File: src/rtl/quad_warp_writer.sv
// Walks a captured warp coverage mask one pixel per cycle and writes each covered,
// on-screen pixel to the framebuffer write port, stalling on framebuffer backpressure.
module quad_warp_writer #(
    parameter int unsigned WARP_WIDTH = 240,
    parameter int unsigned COLOR_W    = 12,
    parameter int unsigned SCREEN_W   = 640,
    parameter int unsigned SCREEN_H   = 480,
    parameter int unsigned ADDR_W     = 19
) (
    input  logic                  Clk,
    input  logic                  Reset,
    input  logic                  in_valid,
    output logic                  in_ready,
    input  logic [WARP_WIDTH-1:0] isInside,
    input  logic [9:0]            warp_x,
    input  logic [9:0]            drawY,
    input  logic [COLOR_W-1:0]    color,
    output logic                  fb_we,
    output logic [ADDR_W-1:0]     fb_addr,
    output logic [COLOR_W-1:0]    fb_data,
    input  logic                  fb_ready,
    output logic                  done,
    output logic                  busy
);

    localparam int unsigned IdxW = (WARP_WIDTH > 1) ? $clog2(WARP_WIDTH) : 1;

    localparam logic [1:0] StIdle = 2'd0;
    localparam logic [1:0] StScan = 2'd1;
    localparam logic [1:0] StDone = 2'd2;

    logic [1:0]            state_q, state_d;
    logic [IdxW-1:0]       idx_q, idx_d;
    logic [WARP_WIDTH-1:0] mask_q, mask_d;
    logic [9:0]            warp_x_q, warp_x_d;
    logic [9:0]            draw_y_q, draw_y_d;
    logic [COLOR_W-1:0]    color_q, color_d;

    logic [10:0] col;
    logic        pix;
    logic        accept;
    logic        advance;

    // Column is kept 11 bits wide so warps running past the right edge never wrap.
    always_comb begin
        col     = {1'b0, warp_x_q} + 11'(idx_q);
        pix     = (state_q == StScan) && mask_q[idx_q] && (32'(col) < SCREEN_W);
        accept  = in_valid && (state_q == StIdle);
        advance = !pix || fb_ready;
    end

    always_comb begin
        state_d  = state_q;
        idx_d    = idx_q;
        mask_d   = mask_q;
        warp_x_d = warp_x_q;
        draw_y_d = draw_y_q;
        color_d  = color_q;
        case (state_q)
            StIdle: begin
                if (accept) begin
                    mask_d   = isInside;
                    warp_x_d = warp_x;
                    draw_y_d = drawY;
                    color_d  = color;
                    idx_d    = '0;
                    if ((isInside == '0) || (32'(drawY) >= SCREEN_H)) begin
                        state_d = StDone;
                    end else begin
                        state_d = StScan;
                    end
                end
            end
            StScan: begin
                if (advance) begin
                    if (idx_q == IdxW'(WARP_WIDTH - 1)) begin
                        state_d = StDone;
                    end else begin
                        idx_d = idx_q + 1'b1;
                    end
                end
            end
            StDone: begin
                state_d = StIdle;
            end
            default: begin
                state_d = StIdle;
            end
        endcase
    end

    always_ff @(posedge Clk) begin
        if (Reset) begin
            state_q  <= StIdle;
            idx_q    <= '0;
            mask_q   <= '0;
            warp_x_q <= '0;
            draw_y_q <= '0;
            color_q  <= '0;
        end else begin
            state_q  <= state_d;
            idx_q    <= idx_d;
            mask_q   <= mask_d;
            warp_x_q <= warp_x_d;
            draw_y_q <= draw_y_d;
            color_q  <= color_d;
        end
    end

    // Address and data come straight from registers, so they hold while a write stalls.
    always_comb begin
        in_ready = (state_q == StIdle);
        busy     = (state_q == StScan) || (state_q == StDone);
        done     = (state_q == StDone);
        fb_we    = pix;
        fb_addr  = ADDR_W'(32'(draw_y_q) * SCREEN_W + 32'(col));
        fb_data  = color_q;
    end

endmodule

File: config.mk
export PLATFORM = sky130hd
export DESIGN_NAME = quad_warp_writer
export DESIGN_NICKNAME = d
export VERILOG_FILES = /design/src/rtl/quad_warp_writer.sv
export SDC_FILE = /design/constraint.sdc
export NUM_CORES = 1
export LEC_CHECK = 0
export CAP_MARGIN = 5
export CORE_AREA = 3 3 216 218
export CTS_BUF_LIST = sky130_fd_sc_hd__clkbuf_8 sky130_fd_sc_hd__clkbuf_16
export CTS_CLUSTER_DIAMETER = 120
export DETAILED_ROUTE_END_ITERATION = 8
export DIE_AREA = 0 0 219 221
export GPL_TIMING_DRIVEN = 0
export MAX_ROUTING_LAYER = met4
export PLACE_DENSITY = 0.54
export SLEW_MARGIN = 20
export SYNTH_ARGS = -nofsm -noshare
export SYNTH_HDL_FRONTEND = slang
export SYNTH_SLANG_ARGS = --single-unit
File: constraint.sdc
create_clock -name Clk -period 5 [get_ports Clk]
set_clock_uncertainty 0.05 [all_clocks]
set_input_delay 1.5 -clock Clk [delete_from_list [all_inputs] [get_ports Clk]]
set_output_delay 1.5 -clock Clk [all_outputs]
set_load 0.03 [all_outputs]
# Yosys cells after proc, flatten, opt, wreduce, memory -nomap -nowiden
# Index checks and enable logic that the tools add are counted.
word_totals:
  wordCells: 44
  output_inout_bits: 35
  ff_bits: 282
classes:
  order_cmp: 3
  n_reduce_logical: 13
  muxes: 11
  n_eq_ne: 7
  mul: 1
  add_sub_neg: 3
ops:
  columns: ["op", "count"]
  rows:
  - ["$logic_not A240 Y1", 1]
  - ["$mux W8", 3]
  - ["$add A19 B11 Y19", 1]
  - ["$pmux W8 S2", 1]
  - ["$mul A10 B3 Y12 const B", 1]
  - ["$add A10 B8 Y11", 1]
  - ["$lt A11 B10 Y1 const B", 1]
  - ["$ge A10 B9 Y1 const B", 1]
  - ["$lt A8 B9 Y1 const B", 1]
  - ["$add A8 B1 Y8 const B", 1]
  - ["$bmux W1 S8", 1]
  - ["$eq A8 B8 Y1 const B", 1]
  - ["$mux W2", 4]
  - ["$ne A2 B1 Y1 const B", 2]
  - ["$ne A2 B2 Y1 const B", 2]
  - ["$pmux W2 S2", 1]
  - ["$reduce_and A4 Y1", 1]
  - ["$logic_and A1 B1 Y1", 3]
  - ["$logic_or A1 B1 Y1", 3]
  - ["$reduce_and A3 Y1", 1]
  - ["$eq A2 B1 Y1 const B", 1]
  - ["$eq A2 B2 Y1 const B", 1]
  - ["$logic_not A2 Y1", 1]
  - ["$reduce_and A2 Y1", 1]
  - ["other kinds (3)", 3]

# Longest topological paths before layout
depth:
  depth_word: 8
  ltp_mapped: 19

# Worst setup path before layout
# OpenSTA, ideal clock, no wires.
synth_path:
  path_type: "reg2out"
  from: "reg idx_q[1]"
  to: "out fb_addr[18]"
  path_stages_with_launch: 20
  path_buffers: 2
  arrival_ns: 3.743
  slack_ns: -0.293
  required_ns: 3.450
  path_cell_list: "dfxtp_1 > buf_2 > buf_2 > inv_1 > fa_1 > nor2b_1 > o2111ai_1 > nand2_1 > a21o_1 > a21o_1 > xnor2_1 > ha_1 > a21o_1 > a21oi_1 > o21bai_1 > nand2_1 > nor2_1 > and3_1 > nand3_1 > xnor2_1"
synth_between:
  elab_chain_len: 2
synth_rtl:
  columns: ["element", "line", "rtl"]
  rows:
  - ["start, declared", "33", "logic [IdxW-1:0] idx_q, idx_d;"]
  - ["start signal, assigned", "102", "idx_q <= idx_d;"]
  - ["$add A10 B8 Y11", "46", "col = {1'b0, warp_x_q} + 11'(idx_q);"]
  - ["$add A19 B11 Y19", "116", "fb_addr = ADDR_W'(32'(draw_y_q) * SCREEN_W + 32'(col));"]
  - ["end, declared", "19", "output logic [ADDR_W-1:0] fb_addr,"]
# Every way passes these cells.

# Final worst setup path
# Same ends and word-level chain as after synthesis.

==> metrics <==
area growth from synthesis to layout=40.0%; Avg Inst Size Synth=8.15 sq um; share of layout cells above drive strength 1=9.56%; antenna-violating nets left=0; routed length per instance=19.6 um; slew margin rel.=30.9%; number of CTS-inserted buffers=35; first-pass GRT wire length=77200 um; Tightest Pin Transition=1.04 ns; Root Buffer=clkbuf_16; register area share after synthesis=42.1%; synthesized netlist cell count=1644; Die Width=219 um; failing checks=negative setup slack; Top FF cell, synth=dfxtp_1; initial core utilization=29.7%; min Tclk post-route=5.41 ns; initial antenna violation count=2; gpl congestion=0.881; DRC viols=0; EDFF count, synth=0; clk slew on worst S/H paths=0.06 ns; Starting DRT DRC Count=612; RSZ-0062 raised after global routing=true; Final Cell Area=18800 sq um; number of global-route vias before repair=13300; WP data required=3.45 ns; worst r2r path cells=12; Via density=5.05; max_cap viols=0; nature of the critical path startpoint=flip-flop; most common cell after layout, fill and taps aside=nand2_1; Crit Path Category=flip-flop to output port; hold path cells=2; worst setup margin=-0.406 ns; hpwl dp=39800 um; largest net degree at the start of global routing=14; synthesized area=13400 sq um; Die ar.=48400 sq um; fillers=4602; remaining global-route overflow=0; worst hold slack=0.402 ns; commonest non-fill, non-tap cells in the layout=nand2_1, clkdlybuf4s50_1, a21oi_1, dfxtp_1, clkbuf_1; warning count from the yosys run=0; Top Ports=311; Setup WS pre-CTS=-1.20 ns; final core occ=41.6%; P_leak=6.80 nW; final hold violation count=0; count of input and output buffers=310; NumNets Final=2326; Core Area=45100 sq um; critical path arrival=3.86 ns; Max FO, Critical Path=4; Critical Path End Type=output port; DRT Wirelength=51700 um; crit share post-route=108%; Slew Viols, Final=0; Max Buffers Root-to-Sink=3; FF+latch count, synth=282; status=finished, violations left; Clock Sinks=282; Synth cell types=56; Die Height=221 um; peak supply drop=0.000213 V; Post-synth ARST share=0%; final setup vio count=10; Layout Cells excl Fill=2642; power per cell area=351 nW/um^2; syn_nets=1955; TritonCTS clock tree=built; HP Class=flip-flop to flip-flop; worst skew pair latency=0.53 ns; via count=13300; first-pass iteration count of the detailed router=6; global-route usage over all layers=21.2%; Cells after DPL=2554; FP Rows=78; fmax=185 MHz; htree depth=2; DP Area=17300 sq um
## flip-flops by register name (all words and copies together) (netlist names)
register and count:
mask_q 240, warp_x_q 10, state_q 2, idx_q 8, draw_y_q 10, fb_data 12
## Yosys cell counts, drive strengths merged, types with 6 or more instances
master | count | share of area [%]
clkbuf | 95 | 2.7
dfxtp | 282 | 42
a22oi | 18 | 1.0
mux4 | 49 | 8.2
ha | 32 | 3.0
o21ai | 8 | 0.30
nor2b | 10 | 0.47
nor3 | 8 | 0.34
nand3 | 13 | 0.49
a21oi | 287 | 11
nor2 | 16 | 0.45
or3 | 6 | 0.28
o21a | 6 | 0.34
xnor2 | 15 | 0.98
a21o | 8 | 0.45
xor2 | 10 | 0.65
nand2 | 560 | 16
mux2i | 23 | 1.7
inv | 19 | 0.53
a211oi | 9 | 0.50
nor4 | 64 | 3.0
buf | 23 | 1.0
nand4 | 19 | 0.89
## per-stage QoR
step	setup TNS, ns	total power, mW
6_report	-2.74	6.58
4_1_cts	-2.60	6.63
5_1_grt	-4.83	6.90
3_3_place_gp	-9.24	4.15
2_1_floorplan	0	3.51
3_5_place_dp	-8.94	4.18
## cell families (layout without fill, tap and decap cells)
family / count (synthesis) / in the layout / share of synthesized area (%)
other: 0 / 2 / 0
adder cells (fa/ha/maj): 35 / 35 / 3.44
AO/OA/AOI/OAI: 376 / 376 / 15.9
multiplexers: 76 / 76 / 10.3
buffers and inverters: 137 / 533 / 4.24
flip-flops: 282 / 282 / 42.1
XOR/XNOR: 25 / 25 / 1.63
AND/OR/NAND/NOR: 713 / 713 / 22.4
## layer usage
layer / wire length (um) / part of all wire (%) / vias up / track usage, %
li1: - / - / 6491 / -
met1: 22800 / 44 / 6344 / 27.2
met2: 24500 / 47 / 410 / 34.9
met3: 2920 / 5.7 / 95 / 3.17
met4: 1470 / 2.8 / 0 / 6.15
met5: 0 / 0 / - / -
## what timing repair did
| item | 4_1_cts | 5_1_grt |
|---|---|---|
| hold buffers | 0 | 0 |
| pin swaps | 13 | 7 |
| gates cloned | 0 | 0 |
| setup buffers | 19 | 5 |
| endpoints found under the hold margin | 0 | 0 |
| setup endpoints to repair | 13 | 12 |
| gates resized for setup | 101 | 17 |
## power by group
group,internal [mW],switching (mW),leakage [nW]
Sequential,2.49,0.122,2.32
Clock,1.44,0.991,0.587
Combinational,0.650,0.893,3.89
Total,4.58,2.01,6.80
## final cells by class
class	count	area, sq um	share of cell area [%]
clock buffer	38	928	4.95
clock inverter	24	179	0.954
timing repair buffer	334	3270	17.5
tap	600	751	4.00
antenna	2	5.00	0.0267
buffer	118	544	2.90
inverter	19	75.1	0.400
multi-input combinational	1225	7350	39.2
sequential	282	5650	30.1
## worst max-delay path, cell delays in order, from the launching register on
cell,delay (ns)
dfxtp_4,0.36
buf_12,0.13
buf_12,0.12
clkinvlp_4,0.10
fa_2,0.41
nor2b_4,0.14
o2111ai_2,0.13
nand2_1,0.12
a21o_1,0.12
a21o_1,0.16
xnor2_2,0.09
ha_1,0.28
a21o_1,0.13
a21oi_2,0.07
o21bai_2,0.14
nand2_1,0.08
nor2_2,0.11
and3_4,0.23
nand3_4,0.10
xnor2_4,0.16
buf_6,0.15
## worst paths after layout
check / from / slack (ns) / to
hold / removal: mask_q[2] / 0.40 / mask_q[2]
setup reg to reg: idx_q[1] / 1.17 / idx_q[2]
setup / recovery: idx_q[1] / -0.41 / fb_addr[18]
hold reg to reg: mask_q[2] / 0.40 / mask_q[2]
No activity file was read; power rests on OpenSTA's default activity.
==> variant: new RTL, same flow settings <==
Change the parameter `ADDR_W` from 19 to 38.
--- a/src/rtl/quad_warp_writer.sv
+++ b/src/rtl/quad_warp_writer.sv
@@ -7,3 +7,3 @@
     parameter int unsigned SCREEN_H   = 480,
-    parameter int unsigned ADDR_W     = 19
+    parameter int unsigned ADDR_W     = 38
 ) (
Interface: changed (resized fb_addr); port bits go from 311 to 330. The function was not compared with the original's and may differ.
==> variant against the unedited design <==
- the run still ends with negative setup slack left
- setup slack improved by 120 ps
- synthesized cell count increased by 1.3%
- critical endpoint is now fb_addr[19]
- final cell count increased by 1.4%
- total power decreased by 1.7%
- critical path type unchanged
- largest power group unchanged
- die area unchanged
- sequential cell count unchanged
- routed wire length decreased by 2.0%
- design area increased by 2.0%
- core utilization increased by 0.82 points
- area after synthesis increased by 1.3%
- global-route usage decreased by 0.50 points
- register-to-register slack improved by 220 ps
==> variant: results (changes against the unedited design) <==
outcome: complete, but fails checks (unchanged)
Adder-Cell Fraction of Synth Area: 3.39% (was 3.44%)
hpwl dp: 39.0 mm (was 39.8 mm)
CTS Buf Count: 34 (was 35)
Mapped Cells: 1,666 (was 1,644)
Distinct cells, synth: 59 (was 56)
met3 routed WL: 2.96 mm (was 2.92 mm)
final setup violation count: 6 (was 10)
# clk buffers: 45 (was 38)
First DRT Iteration DRCs: 897 (was 612)
WL met1: 22.4 mm (was 22.8 mm)
Multi-In Gates: 1,241 (was 1,225)
Pre-antenna DRT Iters: 5 (was 6)
critical path's top delay family: compound AO/OA/AOI/OAI gates (was simple AND/OR/NAND/NOR gates)
Fillers: 4,588 (was 4,602)
global-route wire length before repair: 75.7 mm (was 77.2 mm)
met3 GRT Util: 3.03% (was 3.17%)
LEAKAGE: 7.01 nW (was 6.80 nW)
failing checks: negative setup slack (unchanged)
placed insts: 2,593 (was 2,554)
Post-CTS Setup Bufs: 17 (was 19)
post-route setup slack: -281 ps (was -406 ps)
routing usage on met1: 27.2% (about the same)
RePlAce Congestion: 0.872 (was 0.881)
layout cells sized above 1: 11.3% (was 9.56%)
Post-Synth XOR/XNOR Area: 1.48% (was 1.63%)
synth top area cells: dfxtp_1, nand2_1, a21oi_1, mux4_2, ha_1 (unchanged)
GRT Overall Usage: 20.7% (was 21.2%)
Synth Area in Compound Gates: 15.1% (was 15.9%)
Seq/Total Area, Yosys: 41.6% (was 42.1%)
Non-Filler Instances: 2,678 (was 2,642)
==> variant: cell count changes in the layout (fill, tap and decap cells not counted), moves of 9 or more <==
cell / delta
buf_4: +19
conb_1: +18
mux2i_1: -15
mux4_2: +9
nand2_1: +9
==> variant: report_power, final <==
| part | internal (mW) | leakage [nW] | switching [mW] |
|---|---|---|---|
| Clock | 1.47 | 0.570 | 0.971 |
| Combinational | 0.620 | 4.12 | 0.832 |
| Sequential | 2.47 | 2.32 | 0.114 |
| Total | 4.55 | 7.01 | 1.92 |
==> variant: worst paths after layout <==
kind,start,endpoint,slack [ps]
max,idx_q[0],fb_addr[19],-280
min,mask_q[192],mask_q[192],400
max reg2reg,idx_q[0],idx_q[0],1390
min reg2reg,mask_q[192],mask_q[192],400
==> variant: metrics by stage <==
stage	instance area, um^2	setup slack [ps]
after CTS	19000	-376
after floorplan	13700	7.10
final	19100	-281
after global routing	19100	-409
after detailed placement	17500	-1110
after global placement	17500	-1120
